==> src/rtl/mem_stage.sv <==
// Memory-access stage: issues load/store requests on the SRAM-like data bus,
// aligns/extends load data and produces the write-back triple for MEM/WB.
module mem_stage #(
    parameter int DATA_WIDTH     = 32,
    parameter int ADDR_WIDTH     = 32,
    parameter int REG_ADDR_WIDTH = 5
) (
    input  logic                      clk,
    input  logic                      rst,
    input  logic                      ex_valid,
    input  logic [3:0]                ex_mem_op,
    input  logic [ADDR_WIDTH-1:0]     ex_mem_addr,
    input  logic [DATA_WIDTH-1:0]     ex_store_data,
    input  logic [DATA_WIDTH-1:0]     ex_reg_write_data,
    input  logic [REG_ADDR_WIDTH-1:0] ex_reg_write_addr,
    input  logic                      ex_reg_write_en,
    input  logic                      flush,
    output logic                      data_req,
    output logic                      data_wr,
    output logic [ADDR_WIDTH-1:0]     data_addr,
    output logic [3:0]                data_wstrb,
    output logic [DATA_WIDTH-1:0]     data_wdata,
    input  logic                      data_addr_ok,
    input  logic                      data_data_ok,
    input  logic [DATA_WIDTH-1:0]     data_rdata,
    output logic                      stall_req,
    output logic                      ale,
    output logic [DATA_WIDTH-1:0]     mem_reg_write_data,
    output logic [REG_ADDR_WIDTH-1:0] mem_reg_write_addr,
    output logic                      mem_reg_write_en
);

    localparam logic [3:0] LD_B  = 4'd1;
    localparam logic [3:0] LD_H  = 4'd2;
    localparam logic [3:0] LD_W  = 4'd3;
    localparam logic [3:0] LD_BU = 4'd4;
    localparam logic [3:0] LD_HU = 4'd5;
    localparam logic [3:0] ST_B  = 4'd6;
    localparam logic [3:0] ST_H  = 4'd7;
    localparam logic [3:0] ST_W  = 4'd8;

    typedef enum logic [1:0] {IDLE, ADDR, DATA, DRAIN} state_t;
    state_t state;

    function automatic logic [DATA_WIDTH-1:0] load_extend(
        input logic [3:0] op, input logic [1:0] off, input logic [DATA_WIDTH-1:0] rdata);
        logic signed [7:0]             b;
        logic signed [15:0]            h;
        logic signed [DATA_WIDTH-1:0]  r;
        b = rdata[{off, 3'b000} +: 8];
        h = off[1] ? rdata[31:16] : rdata[15:0];
        case (op)
            LD_B:    r = b;
            LD_H:    r = h;
            LD_BU:   r = {24'd0, b};
            LD_HU:   r = {16'd0, h};
            default: r = rdata;
        endcase
        return r;
    endfunction

    function automatic logic [3:0] store_strobe(input logic [3:0] op, input logic [1:0] off);
        case (op)
            ST_B:    return 4'b0001 << off;
            ST_H:    return off[1] ? 4'b1100 : 4'b0011;
            ST_W:    return 4'b1111;
            default: return 4'b0000;
        endcase
    endfunction

    function automatic logic [DATA_WIDTH-1:0] store_lanes(
        input logic [3:0] op, input logic [DATA_WIDTH-1:0] d);
        case (op)
            ST_B:    return {4{d[7:0]}};
            ST_H:    return {2{d[15:0]}};
            default: return d;
        endcase
    endfunction

    logic [1:0] off;
    logic       is_mem, is_load, is_store, aligned, access;

    assign off      = ex_mem_addr[1:0];
    assign is_mem   = (ex_mem_op >= LD_B) && (ex_mem_op <= ST_W);
    assign is_load  = (ex_mem_op >= LD_B) && (ex_mem_op <= LD_HU);
    assign is_store = (ex_mem_op >= ST_B) && (ex_mem_op <= ST_W);
    always_comb begin
        aligned = 1'b1;
        case (ex_mem_op)
            LD_H, LD_HU, ST_H: aligned = (off[0] == 1'b0);
            LD_W, ST_W:        aligned = (off == 2'b00);
            default:           aligned = 1'b1;
        endcase
    end
    assign access = ex_valid && is_mem && aligned && !flush;

    assign data_wr    = is_store;
    assign data_addr  = {ex_mem_addr[ADDR_WIDTH-1:2], 2'b00};
    assign data_wstrb = store_strobe(ex_mem_op, off);
    assign data_wdata = store_lanes(ex_mem_op, ex_store_data);

    // Request/stall are combinational so the data_ok cycle releases the pipe at once
    always_comb begin
        data_req  = 1'b0;
        stall_req = 1'b0;
        case (state)
            IDLE, ADDR: begin
                data_req  = access;
                stall_req = access;
            end
            DATA:    stall_req = !data_data_ok;
            DRAIN:   stall_req = ex_valid && is_mem;
            default: ;
        endcase
        if (rst) begin
            data_req  = 1'b0;
            stall_req = 1'b0;
        end
    end

    assign ale = ex_valid && is_mem && !aligned && !flush && (state == IDLE) && !rst;

    assign mem_reg_write_en   = ex_valid && ex_reg_write_en && !stall_req && !flush && !ale && !rst;
    assign mem_reg_write_data = rst ? '0 :
                                is_load ? load_extend(ex_mem_op, off, data_rdata) : ex_reg_write_data;
    assign mem_reg_write_addr = rst ? '0 : ex_reg_write_addr;

    always_ff @(posedge clk) begin
        if (rst) begin
            state <= IDLE;
        end else begin
            case (state)
                IDLE:  if (access) state <= data_addr_ok ? DATA : ADDR;
                ADDR: begin
                    if (!access)          state <= IDLE;
                    else if (data_addr_ok) state <= DATA;
                end
                DATA: begin
                    if (data_data_ok) state <= IDLE;
                    else if (flush)   state <= DRAIN;
                end
                DRAIN: if (data_data_ok) state <= IDLE;
                default: state <= IDLE;
            endcase
        end
    end

endmodule

==> config.mk <==
export PLATFORM = sky130hd
export DESIGN_NAME = mem_stage
export DESIGN_NICKNAME = d
export VERILOG_FILES = /design/src/rtl/mem_stage.sv
export SDC_FILE = /design/constraint.sdc
export NUM_CORES = 1
export LEC_CHECK = 0
export BUFFER_PORTS_ARGS = -buffer_cell sky130_fd_sc_hd__buf_2
export CORE_AREA = 2 2 97 99
export CTS_CLUSTER_DIAMETER = 100
export DETAILED_ROUTE_END_ITERATION = 6
export DIE_AREA = 0 0 99 101
export PLACE_DENSITY_LB_ADDON = 0.12
export SLEW_MARGIN = 30
export SYNTH_ARGS = -nofsm -noshare
export SYNTH_HDL_FRONTEND = slang
export SYNTH_SLANG_ARGS = --single-unit
==> constraint.sdc <==
create_clock -name clk -period 3 [get_ports clk]
set_input_delay 0.75 -clock clk [delete_from_list [all_inputs] [get_ports clk]]
set_output_delay 0.75 -clock clk [all_outputs]
set_load 0.02 [all_outputs]
==> metrics.txt <==
top-count cell post-synth=buf_4; Setup WS pre-CTS=-53.7 ps; number of synthesized flops with an enable pin=0; Synth top area share=14.6%; Max Cap Viol=0; Max Root-Sink Buffers=2; io pins=254; Detail Route Antenna Nets=0; most common library cells after synthesis=buf_4 (42), o21ai_0 (31), nor2_1 (20); Die ar.=0.0100 mm2; Syn Inst Count=between 200 and 300; clock latency on the worst-skew pair=210 ps; first-pass GRT wire length=between 10 and 15 mm; Area growth syn-to-layout=57.7%; startpoint types=input pin; Root Buffer=clkbuf_8; Hold/Removal Path Class=register to register; 1st-pass router iterations=4; Top reg by flops=state; hold buffers post-CTS=0; mapped cell area=0.00216 mm2; Detail Placement HPWL=7.34 mm; #FFs+latches synth=2; Worst EP required=2250 ps; minimum clock period=about 3000 ps; worst hold slack=roughly 570 ps; number of global-route vias before repair=approximately 2800; Port Buf Inserts=~190; Worst path slowest cell=or3_4; CTS Buf Count=3; antenna violations before repair=0; DRC viols=0; maximum VDD drop=0.000136 V; Rows=35; initial core utilization=about a quarter; Vias=2949; max reg flops=2; Clock Skew=2.71 ps; Die Wd=just under 100 um; synth top area cells=buf_4 (15%), mux2_2 (8.8%), mux4_2 (8.3%); status=completed; layout cells sized above 1=63.9%; RePlAce Congestion=~0.85; Clock transition at path regs=30 ps; final non-filler cell total=568; H-tree depth=1; Slew Viols, Final=0; Yosys warnings=0; critical path type=input pin to output pin; delay of the slowest critical-path stage=350 ps; Core Util, Final=about two fifths; Detailed Route Iter0 Violations=127; leak pwr=approximately 1.6 nW; drt total wl=9.49 mm; sequential fraction of the synthesis area=1.85%; Sinks on Clock Net=2; Worst EP arrival=2250 ps; CP endpoint kind=output pin; core footprint=0.00898 mm2; period utilisation layout=99.9%; per-cell routed wire length=16.7 um; Synth area leader=buf_4; total gr overflow=0; fin nets=603; RSZ-0062 raised after global routing=true; Avg Inst Size Synth=approximately 7.4 um2; CP Max Fanout=8; CP dominant cell by count=buf_4; ys flop type=dfxtp_1; die height=101 um; Largest regs=state (2); Max Freq=334 MHz; pwr/cell area=213 mW/mm2; number of unique standard cell types used by synthesis=55; GRT Overall Usage=about 17%; dpl cells=557; crit-path cells=buf_4 -> buf_4 -> or3_4 -> and2_4 -> nor2_4 -> buf_6 -> buf_12 -> o2bb2ai_1 -> buf_4; Vias per Instance=5.19; count of final hold-check violations=0; TritonCTS clock tree=done; # diodes=0; Setup Viol. Count Final=0; largest net degree at the start of global routing=26; Synth async-reset ratio=0%; worst setup margin=approximately 3 ps
==> placed cells by master (no fill, tap or decap), types with 2 or more instances in the layout <==
master	count
o21a_4	2
dfxtp_1	2
nand2_2	2
nand2_1	16
clkbuf_8	3
o31ai_1	3
buf_4	46
buf_12	5
o21ai_0	30
nor3b_1	2
or2_2	2
nor2_4	2
nor2b_1	6
buf_2	167
nand3_1	16
o2bb2ai_1	6
a32oi_1	2
a211oi_2	6
nor2_1	20
inv_1	5
a211oi_1	2
mux2_2	17
mux2i_1	10
buf_6	3
mux4_2	8
nand3b_1	2
a311oi_1	7
conb_1	2
a22o_1	2
o2bb2ai_2	10
a21oi_1	8
nor3_1	3
a22oi_1	7
==> logic make-up (layout without fill, tap and decap cells) <==
logic type / count (synthesis) / count (layout) / share of synthesized area (%)
flip-flops: 2 / 2 / 1.85
other: 1 / 2 / 0.173
AND/OR/NAND/NOR: 86 / 86 / 21.2
AO/OA/AOI/OAI: 98 / 99 / 32.4
XOR/XNOR: 1 / 1 / 0.405
buffers and inverters: 70 / 231 / 21.7
multiplexers: 36 / 36 / 22.3
==> metal layers <==
layer  track usage, %  wire length [um]  vias up
met4             4.00               197        0
li1                 -                 -     1400
met2             30.0              4790      174
met3             3.19               829       20
met1             21.1              3680     1355
met5                0                 0        -
==> critical path: cells and delay by family <==
family | cells | cell delay (ps)
buf+inv | 5 | 690
compound gates | 1 | 120
simple gates | 3 | 690
==> final timing paths <==
| path | cells past startpoint | startpoint | slack, ps | endpoint |
|---|---|---|---|---|
| setup / recovery | 9 | ex_mem_op[1] | 3 | mem_reg_write_data[23] |
| setup reg to reg | 4 | state[1] | 1850 | state[1] |
| hold / removal | 1 | state[1] | 570 | state[1] |
| hold reg to reg | 1 | state[1] | 570 | state[1] |
==> through the flow <==
| step | cell area (um2) | setup TNS (ps) | power, mW |
|---|---|---|---|
| after floorplan | 2170 | 0 | 0.401 |
| after global routing | 3410 | -250 | 0.781 |
| after detailed placement | 3060 | -467 | 0.558 |
| after CTS | 3200 | 0 | 0.689 |
| after global placement | 3060 | -105 | 0.556 |
| final | 3410 | 0 | 0.727 |
==> where the power goes <==
group / switching [mW] / internal (mW)
Combinational: 0.325 / 0.268
Sequential: 0.000848 / 0.0275
Clock: 0.0204 / 0.0847
==> timing repair <==
| item | in CTS | in global routing |
|---|---|---|
| resized for setup | 16 | 46 |
| buffers inserted | 4 | 3 |
| gates cloned | 1 | 1 |
| setup endpoints to repair | 22 | 31 |
| pin swaps | 0 | 6 |
==> area by class of cell <==
type / instances / area, um2
Multi-Input combinational cell: 224 / 1820
Timing Repair Buffer: 223 / 1350
Tap cell: 111 / 139
Fill cell: 971 / 5560
Clock buffer: 3 / 41.3
Inverter: 5 / 18.8
Sequential cell: 2 / 40.0
Power figures use the tool's default switching activity.
